## src/rtl/wordline_req_encoder_8x3.sv

```systemverilog
// Row-request arbiter/encoder feeding the 3x8 wordline decoder stage.
// Optional saturating collision counter: define ENC_COLLISION_CNT_EN.
module wordline_req_encoder_8x3 #(
  parameter int N_REQ       = 8,
  parameter int ADDR_W      = 3,
  parameter bit ROUND_ROBIN = 1'b1
) (
  input  logic              clk,
  input  logic              rst_n,
  input  logic              en,
  input  logic [N_REQ-1:0]  req,
  input  logic              addr_ready,
`ifdef ENC_COLLISION_CNT_EN
  input  logic              coll_clr,
  output logic [7:0]        coll_cnt,
`endif
  output logic [ADDR_W-1:0] addr,
  output logic              addr_valid,
  output logic [N_REQ-1:0]  grant,
  output logic              collision
);

  typedef enum logic {
    IDLE,
    VALID
  } state_e;

  state_e             state_q, state_d;
  logic [ADDR_W-1:0]  addr_q, addr_d;
  logic [N_REQ-1:0]   grant_q, grant_d;
  logic               coll_q, coll_d;
  logic [ADDR_W-1:0]  ptr_q, ptr_d;

  logic [ADDR_W-1:0]  win;
  logic [ADDR_W-1:0]  idx;
  logic [ADDR_W-1:0]  base;
  logic               found;
  logic               capture;
  logic               accept;

  assign capture = (state_q == IDLE) && en && (|req);
  assign accept  = (state_q == VALID) && addr_ready;

  // Search upward from base with natural 3-bit wrap.
  always_comb begin
    win   = '0;
    idx   = '0;
    found = 1'b0;
    base  = ROUND_ROBIN ? ptr_q : '0;
    for (int i = 0; i < N_REQ; i++) begin
      idx = base + ADDR_W'(i);
      if (!found && req[idx]) begin
        win   = idx;
        found = 1'b1;
      end
    end
  end

  always_comb begin
    state_d = state_q;
    addr_d  = addr_q;
    grant_d = grant_q;
    coll_d  = coll_q;
    ptr_d   = ptr_q;
    unique case (1'b1)
      capture: begin
        state_d = VALID;
        addr_d  = win;
        grant_d = N_REQ'(1) << win;
        coll_d  = |(req & (req - N_REQ'(1)));
      end
      accept: begin
        state_d = IDLE;
        grant_d = '0;
        coll_d  = 1'b0;
        if (ROUND_ROBIN)
          ptr_d = addr_q + ADDR_W'(1);
      end
      default: ;
    endcase
  end

  always_ff @(posedge clk or negedge rst_n) begin
    if (!rst_n) begin
      state_q <= IDLE;
      addr_q  <= '0;
      grant_q <= '0;
      coll_q  <= 1'b0;
      ptr_q   <= '0;
    end else begin
      state_q <= state_d;
      addr_q  <= addr_d;
      grant_q <= grant_d;
      coll_q  <= coll_d;
      ptr_q   <= ptr_d;
    end
  end

  assign addr       = addr_q;
  assign addr_valid = (state_q == VALID);
  assign grant      = grant_q;
  assign collision  = coll_q;

`ifdef ENC_COLLISION_CNT_EN
  logic [7:0] cnt_q;

  // Clear wins over increment; count sticks at all-ones.
  always_ff @(posedge clk or negedge rst_n) begin
    if (!rst_n)
      cnt_q <= '0;
    else if (coll_clr)
      cnt_q <= '0;
    else if (capture && coll_d && (cnt_q != 8'hFF))
      cnt_q <= cnt_q + 8'd1;
  end

  assign coll_cnt = cnt_q;
`endif

endmodule

```

## config.mk

```make
export PLATFORM = sky130hd
export DESIGN_NAME = wordline_req_encoder_8x3
export DESIGN_NICKNAME = d
export VERILOG_FILES = /design/src/rtl/wordline_req_encoder_8x3.sv
export SDC_FILE = /design/constraint.sdc
export NUM_CORES = 1
export LEC_CHECK = 0
export CAP_MARGIN = 20
export CELL_PAD_IN_SITES_DETAIL_PLACEMENT = 0
export CELL_PAD_IN_SITES_GLOBAL_PLACEMENT = 1
export CORE_UTILIZATION = 27
export DETAILED_ROUTE_END_ITERATION = 8
export PLACE_DENSITY_LB_ADDON = 0.12
export SETUP_SLACK_MARGIN = 0.5
export SYNTH_ARGS = -nofsm -noshare
export SYNTH_HDL_FRONTEND = slang
export SYNTH_SLANG_ARGS = --single-unit
export TNS_END_PERCENT = 1
```

## constraint.sdc

```tcl
create_clock -name clk -period 6.3 [get_ports clk]
set_clock_uncertainty 0.15 [all_clocks]
set_input_delay 1.26 -clock clk [delete_from_list [all_inputs] [get_ports clk]]
set_output_delay 1.26 -clock clk [all_outputs]
set_load 0.02 [all_outputs]
```

### After elaboration in Yosys (flattened, before gate mapping)

Cells that the tools add are included.

* add/subtract/negate cells: 9
* magnitude comparators: 8
* shift operators: 1
* mux-type cells: 34
* bitwise logic cells: 2
* reductions and logical operators: 20

Operators with widths (number)
* $lt A3 B4 Y1 const B: 8
* $bmux W1 S3: 8
* $mux W3: 8
* $pmux W8 S2: 1
* $reduce_or A8 Y1: 2
* $mux W1: 15
* $add A3 B3 Y3 const B: 4
* $logic_and A1 B1 Y1: 10
* $and A8 B8 Y8: 1
* $shl A1 B3 Y8 const A: 1
* $sub A8 B1 Y8 const B: 1
* $logic_not A1 Y1: 7
* $add A3 B1 Y3 const B: 2
* $add A3 B2 Y3 const B: 2
* $pmux W1 S2: 2
* $reduce_bool A2 Y1: 1
* $not A1 Y1: 1

* flip-flop bits (word level): 16
* output and inout bits: 13

### Logic depth before layout (Yosys ltp)

Gate-level depths: netlist of run 1.

* word-level depth: 26
* gate-level depth with buffers: 12
* mapped depth without buffers: 9

### Least setup slack after synthesis of run 1

No wires, ideal clock.

* path kind: in2reg
* from: input req[5]
* to: register grant_q[6], in the netlist grant[6]
* setup time: 0.096 ns
* arrival time: 3.088 ns
* data required time: 6.054 ns
* slack: 2.966 ns
* stages on the path: 7
* path through: mux4_2 > mux2_4 > o21ba_1 > o2bb2ai_1 > o311a_1 > a31o_4 > o31ai_1

* longest elaborated chain between the ends: 26
* elaborated cells between the ends (all ways): 50
* those cells by class: shift (1); mux (32); reduce/logical (17)

Ends and longest elaborated chain
* start: declaration: RTL line 11 `input logic [N_REQ-1:0] req,`
* $bmux W1 S3: RTL line 52 `if (!found && req[idx]) begin`
* $mux W1 (implied by the code): RTL line 52
* $mux W1: RTL line 52
* $logic_not A1 Y1: RTL line 52
* $logic_and A1 B1 Y1: RTL line 52
* $mux W1: RTL line 52
* $logic_not A1 Y1: RTL line 52
* $logic_and A1 B1 Y1: RTL line 52
* (+10 left out)
* $logic_not A1 Y1: RTL line 52
* $logic_and A1 B1 Y1: RTL line 52
* $mux W1: RTL line 52
* $logic_not A1 Y1: RTL line 52
* $logic_and A1 B1 Y1: RTL line 52
* $mux W3: RTL line 52
* $shl A1 B3 Y8: RTL line 69 `grant_d = N_REQ'(1) << win;`
* $pmux W8 S2: RTL line 65 `unique case (1'b1)`
* end signal: assignment: RTL line 93 `grant_q <= grant_d;`
* end: declaration: RTL line 30 `logic [N_REQ-1:0] grant_q, grant_d;`

Parallel ways exist; a longest one is shown, timed or not. The select of a mux whose other input is x is not followed.
A chain may end at the register's enable or synchronous reset.

### Final worst setup path of run 1

* from: register ptr_q[0], in the netlist base[0]
* to: register grant_q[7], in the netlist grant[7]

* longest elaborated chain between the ends: 26
* elaborated cells between the ends (all ways): 54
* those cells by class: add/sub (7); shift (1); mux (32); reduce/logical (14)

Ends and longest elaborated chain
* start: declaration: RTL line 32 `logic [ADDR_W-1:0] ptr_q, ptr_d;`
* start signal: assignment: RTL line 95 `ptr_q <= ptr_d;`
* parallel branches: the longest is 23 deep, another holds $add A3 B1 Y3
* $mux W3 (*): RTL line 52
* $shl A1 B3 Y8 (*): RTL line 69
* $pmux W8 S2 (*): RTL line 65

Mark *: on every way between the ends. The select of a mux whose other input is x is not followed.

==> key figures, run 1 <==
Clocking
  • Largest buffer count on any clock path: 2
  • Number of CTS-inserted buffers: 3
  • Root buf cell: clkbuf_8
  • H-Tree Depth: 1
  • CTS tree: yes
  • Clk sinks: 16
  • Post-CTS Hold Buffers: 0
  • Clk slew on worst S/H paths: 0.07 ns
  • Post-cts gate resize count: 0
  • Clk Latency, worst-skew pair: 0.25 ns
  • Setup bufs post-CTS: 0

Timing
  • Final setup TNS: 0 ns
  • Fin crit share: 0.616
  • Final Slew Violations: 0
  • Finish-stage setup viols: 0
  • Hold Fails Final Rpt: 0
  • Slew margin rel.: 0.495
  • Crit path time final: 3.88 ns
  • Least-Margin Pin Slew: 0.757 ns
  • RSZ-0062 raised after global routing: no
  • Fmax: 0.258 GHz

Placement
  • DP Wirelength: 3070 um
  • Cell total after placement: 250
  • Port Buffers: 24
  • RD Place Congestion: 0.837

Logic synthesis
  • Syn_nets: 176
  • Yosys warning count: 0
  • Sequential element share of the synthesized area: 0.259
  • Top FF cell, synth: dfrtp_1
  • Gate count of the mapped netlist: 161
  • Cell variety after synth: 51
  • Syn avg cell area: 9.60 um^2
  • Number of synthesized flops with an enable pin: 0
  • Post-Syn Area: 0.00155 mm^2
  • Ys async rst share: 1.00
  • Yosys reg bits: 16

Global route
  • Vias in the first global route: 1,313
  • Total grt overflow: 0
  • Largest net degree at the start of global routing: 19
  • Initial antenna violation count: 0
  • First-pass GRT wire length: 6550 um
  • Total track usage: 0.137

Power
  • Comb pwr share: 0.739
  • Switch share: 0.482
  • PwrDens: 615 mW/mm^2
  • Maximum VDD drop: 0.000145 V
  • Sequential share of power: 0.183
  • Tot Pwr: 1160 uW
  • P_sw: 561 uW
  • LEAKAGE: 0.000769 uW
  • Internal power: 602 uW
  • Clk pwr share: 0.079

Cells and area
  • Area grow syn2layout: 22.3%
  • Fin util: 0.343
  • Post-layout instance count excluding filler cells: 254
  • Final nets: 198
  • Layout cells sized above 1: 0.121
  • # diodes: 0

Min path
  • Type of the most critical hold path: flip-flop to flip-flop

Floorplanning
  • Row count: 27
  • Die height: 77.7 um
  • Initial core utilization: 0.281
  • Core footprint: 0.00551 mm^2
  • Chip Width: 77.7 um
  • DIE AREA: 0.00603 mm^2
  • I/O pins: 25

Run
  • Max-cap viol count: 0

Routing
  • Vias: 1,319
  • Wirelength, routed: 3860 um
  • Avg WL per Cell: 15.2 um
  • Detail Route Antenna Nets: 0
  • DR DRC count: 0
  • DR vias/cell: 5.19
  • 1st-iter DRT viols: 32
  • Initial DRT Pass Iterations: 4

Worst setup path
  • Startpoint types: flip-flop
  • Worst path required time: 6.26 ns
  • Crit Path Class: flip-flop to flip-flop
  • CP arrival: 3.84 ns
  • CP Max Fanout: 18
  • Crit end category: flip-flop

Run status
  • Status: complete, no violations
[sequential cells by signal (all words and copies together) (netlist names)]
name and count:
grant 8, base 3, collision 1, addr_valid 1
addr 3
[metrics by stage]
step	cell area (um^2)	setup slack [ns]	hold WS [ns]
after floorplan	1550	2.97	0.441
after global placement	1830	2.18	0.317
after detailed placement	1830	2.14	0.317
after CTS	1890	2.37	0.332
after global routing	1890	2.11	0.348
final	1890	2.42	0.324
[cells in the final DEF, fill, tap and decap left out, types with 2 or more instances in the layout]
cell type,n
o21bai_1,3
nor2b_1,3
and2_1,4
nand2b_1,2
o311ai_0,3
o21ai_0,9
nand2_1,19
or3_1,2
a21oi_1,6
xnor2_1,3
a31oi_1,2
nor2_1,10
o221a_1,2
clkbuf_8,4
mux2_4,2
ha_1,3
dfrtp_1,16
clkdlybuf4s50_1,24
o31ai_1,9
o2bb2ai_1,2
nor3_1,3
mux4_2,8
a22o_1,2
inv_1,8
mux2i_1,8
[cells by family after synthesis]
logic type	synth area share
compound gates	0.251
simple gates	0.159
mux	0.227
buf+inv	0.0510
flops	0.259
xor+xnor	0.0227
fa+ha+maj	0.0308
[critical path, stage by stage, from the launching register on]
cell,delay [ns]
dfrtp_1,0.83
inv_1,0.11
ha_1,0.64
mux2i_1,0.20
mux4_2,0.54
nor2b_4,0.16
o221a_1,0.25
a211o_1,0.25
o211ai_1,0.45
o31ai_1,0.16
[metal layers]
metal | wire length [um] | GRT usage | vias up
li1 | - | - | 656
met1 | 1820 | 0.174 | 628
met2 | 1850 | 0.233 | 27
met3 | 111 | 0.0282 | 8
met4 | 77 | 0.0396 | 0
met5 | 0 | 0 | -
[synth_stat cells (all sizes together) (2+ instances only)]
| library cell | n | area [um^2] |
|---|---|---|
| a21oi | 6 | 30.0 |
| a22o | 2 | 17.5 |
| a31oi | 2 | 12.5 |
| and2 | 4 | 25.0 |
| buf | 6 | 41.3 |
| clkbuf | 2 | 7.51 |
| dfrtp | 16 | 400 |
| ha | 3 | 37.5 |
| inv | 8 | 30.0 |
| mux2 | 3 | 41.3 |
| mux2i | 9 | 103 |
| mux4 | 9 | 206 |
| nand2 | 19 | 71.3 |
| nand2b | 3 | 21.3 |
| nor2 | 10 | 37.5 |
| nor2b | 4 | 32.5 |
| nor3 | 3 | 15.0 |
| o21ai | 9 | 45.0 |
| o21ba | 2 | 20.0 |
| o21bai | 3 | 22.5 |
| o221a | 2 | 22.5 |
| o2bb2ai | 2 | 17.5 |
| o311ai | 3 | 26.3 |
| o31ai | 9 | 67.6 |
| or3 | 3 | 23.8 |
| xnor2 | 3 | 26.3 |
[final timing paths]
check                          from        to  slack (ns)  cells past startpoint
max in group asynchronous     rst_n   addr[2]        4.23                      1
min in group asynchronous     rst_n  grant[3]        1.30                      1
setup / recovery            base[0]  grant[7]        2.42                      9
hold reg to reg            grant[4]  grant[4]        0.32                      2
setup reg to reg            base[0]  grant[7]        2.42                      9
hold / removal             grant[4]  grant[4]        0.32                      2
[power groups by stage]
| stage | sequential [uW] | clock, uW | combinational (uW) |
|---|---|---|---|
| 2_1_floorplan | 215 | 0 | 644 |
| 3_3_place_gp | 212 | 0 | 861 |
| 3_5_place_dp | 215 | 0 | 854 |
| 4_1_cts | 213 | 94.0 | 857 |
| 5_1_grt | 225 | 99.6 | 938 |
| 6_report | 212 | 91.6 | 859 |
[cell type report]
type	instances	area, um^2
multi-input cells	129	1070
flip-flops and latches	16	400
well taps	72	90.1
clock buffers	4	55.1
fillers	557	3620
repair buffers	25	248
inverters	8	30.0
No activity file was read; power rests on OpenSTA's default activity.
==> run 2: changes to the inputs <==
Clock period 6.3 ns to 3.96 ns, I/O delays scaled along.
==> run 2 against run 1 <==
Against the previous run:
- sequential power increased by 38%
- global-route usage increased by 0.26 points
- total power increased by 66%
- first-iteration DRC count decreased by 19%
- flip-flop and latch count unchanged
- largest power group unchanged
==> key figures, run 2 (synthesis results as in run 1) <==
Routing
  • Detail Route Antenna Nets: 0 (unchanged)
  • DR DRC count: 0 (unchanged)
  • 1st-iter DRT viols: 26 (was 32)
  • DR WL met3: 144 um (was 111 um)
  • Vias: 1,383 (was 1,319)
  • Avg WL per Cell: 15.0 um (was 15.2 um)
  • Wl on met1: 1710 um (was 1820 um)
  • Uppermost routed layer: met4 (unchanged)
  • Met2 routed WL: 1970 um (was 1850 um)
  • DR vias/cell: 5.34 (was 5.19)
  • Wirelength, routed: 3870 um (was 3860 um)
  • Initial DRT Pass Iterations: 4 (unchanged)

Floorplanning
  • Row count: 27 (unchanged)
  • DIE AREA: 0.00603 mm^2 (unchanged)
  • Chip Width: 77.7 um (unchanged)
  • Die height: 77.7 um (unchanged)
  • Initial core utilization: 0.281 (unchanged)
  • I/O pins: 25 (unchanged)
  • Core footprint: 0.00551 mm^2 (unchanged)

Clocking
  • Largest buffer count on any clock path: 2 (unchanged)
  • Setup bufs post-CTS: 0 (unchanged)
  • Post-cts gate resize count: 0 (unchanged)
  • CTS tree: yes (unchanged)
  • H-Tree Depth: 1 (unchanged)
  • Clk Latency, worst-skew pair: 0.25 ns (about the same)
  • Post-CTS Hold Buffers: 0 (unchanged)
  • Clk sinks: 16 (unchanged)
  • Clk slew on worst S/H paths: 0.07 ns (about the same)
  • Number of CTS-inserted buffers: 3 (unchanged)
  • Root buf cell: clkbuf_8 (unchanged)

Worst setup path
  • Crit Path Class: input port to flip-flop (was flip-flop to flip-flop)
  • CP Max Fanout: 7 (was 18)
  • Startpoint types: input port (was flip-flop)
  • CP cell instances: clkdlybuf4s50_1, mux4_2, mux2i_4, and2_1, o21ai_0, o311a_1, a31o_4, o31ai_1 (was inv_1, ha_1, mux2i_1, mux4_2, nor2b_4, o221a_1, a211o_1, o211ai_1, o31ai_1)
  • Worst path required time: 3.97 ns (was 6.26 ns)
  • Slowest CP cell: mux4_2 (was dfrtp_1)
  • CP Buf/Inv Count: 1 (unchanged)
  • Crit end category: flip-flop (unchanged)
  • Slowest Stage Delay on Critical Path: 0.58 ns (was 0.83 ns)
  • Crit-path leading delay family: compound AO/OA/AOI/OAI gates (unchanged)
  • CP arrival: 3.35 ns (was 3.84 ns)

Power
  • Maximum VDD drop: 0.000262 V (was 0.000145 V)
  • Internal power: 1020 uW (was 602 uW)
  • PwrDens: 994 mW/mm^2 (was 615 mW/mm^2)
  • Comb pwr share: 0.772 (was 0.739)
  • P_sw: 911 uW (was 561 uW)
  • Switch share: 0.470 (was 0.482)
  • Sequential share of power: 0.151 (was 0.183)
  • Tot Pwr: 1940 uW (was 1160 uW)
  • Clk pwr share: 0.077 (was 0.079)
  • LEAKAGE: 0.000819 uW (was 0.000769 uW)

Cells and area
  • Post-route design area: 0.00195 mm^2 (was 0.00189 mm^2)
  • Fill count: 582 (was 557)
  • Post-layout instance count excluding filler cells: 259 (was 254)
  • Final nets: 203 (was 198)
  • Commonest non-fill, non-tap cells in the layout: 21 x clkdlybuf4s50_1, 19 x nand2_1, 16 x dfrtp_1 (was 24 x clkdlybuf4s50_1, 19 x nand2_1, 16 x dfrtp_1)
  • Fin util: 0.354 (was 0.343)
  • Max reg flops: 8 (unchanged)
  • # diodes: 0 (unchanged)
  • Most common cell after layout, fill and taps aside: clkdlybuf4s50_1 (unchanged)
  • Area grow syn2layout: 26.1% (was 22.3%)
  • Layout cells sized above 1: 0.171 (was 0.121)

Global route
  • Total grt overflow: 0 (unchanged)
  • Largest net degree at the start of global routing: 18 (was 19)
  • Initial antenna violation count: 0 (unchanged)
  • Total track usage: 0.140 (was 0.137)
  • First-pass GRT wire length: 6680 um (was 6550 um)
  • Vias in the first global route: 1,351 (was 1,313)

Timing
  • Hold Fails Final Rpt: 0 (unchanged)
  • Final Slew Violations: 0 (unchanged)
  • Final setup TNS: 0 ns (unchanged)
  • RSZ-0062 raised after global routing: yes (was no)
  • Least-Margin Pin Slew: 0.720 ns (was 0.757 ns)
  • Fmax: 0.300 GHz
  • Crit path time final: 3.33 ns
  • Slew margin rel.: 0.519 (was 0.495)
  • Fin crit share: 0.842
  • Finish-stage setup viols: 0 (unchanged)

Placement
  • DP Wirelength: 3130 um (was 3070 um)
  • RD Place Congestion: 0.907 (was 0.837)
  • Placed Instance Area: 0.00187 mm^2 (was 0.00183 mm^2)
  • Cell total after placement: 255 (was 250)
  • Port Buffers: 24 (unchanged)

Run status
  • Status: complete, no violations (unchanged)

Min path
  • Type of the most critical hold path: flip-flop to flip-flop (unchanged)

Run
  • Max-cap viol count: 0 (unchanged)
==> run 2: worst paths after layout <==
path,to,startpoint,cells after the start,slack [ns]
setup / recovery,grant[5],req[7],8,0.63
hold / removal,grant[2],grant[2],2,0.33
setup reg to reg,grant[0],base[1],9,0.74
hold reg to reg,grant[2],grant[2],2,0.33
max in group asynchronous,collision,rst_n,1,2.39
min in group asynchronous,grant[7],rst_n,1,0.82
==> run 2: layout make-up <==
type	count	area, um^2	share of cell area
multi-input cells	129	1080	0.554
flip-flops and latches	16	400	0.206
repair buffers	30	293	0.150
well taps	72	90.1	0.0462
clock buffers	4	55.1	0.0283
inverters	8	30.0	0.0154
==> run 2: worst min-delay path: cells and delay by family, from the launching register on <==
kind,cells,cell delay [ns]
AND/OR/NAND/NOR,1,0.05
AO/OA/AOI/OAI,1,0.05
flip-flops,1,0.34
==> run 2: metal layers <==
layer	GRT usage	up-vias
li1	-	665
met1	0.165	682
met2	0.257	30
met3	0.0271	6
met4	0.0340	0
met5	0	-
==> run 2: through the flow <==
step	hold slack, ns	setup slack (ns)
6_report	0.327	0.626
3_5_place_dp	0.321	0.319
2_1_floorplan	0.346	0.791
5_1_grt	0.366	0.452
4_1_cts	0.337	0.583
3_3_place_gp	0.316	0.360
==> run 2: power by group through the flow <==
stage / Combinational, uW / Clock (uW) / Sequential [uW]
after detailed placement: 1460 / 0 / 296
after floorplan: 1020 / 0 / 342
after global routing: 1640 / 161 / 307
after global placement: 1470 / 0 / 291
after CTS: 1470 / 154 / 294
final: 1490 / 149 / 292
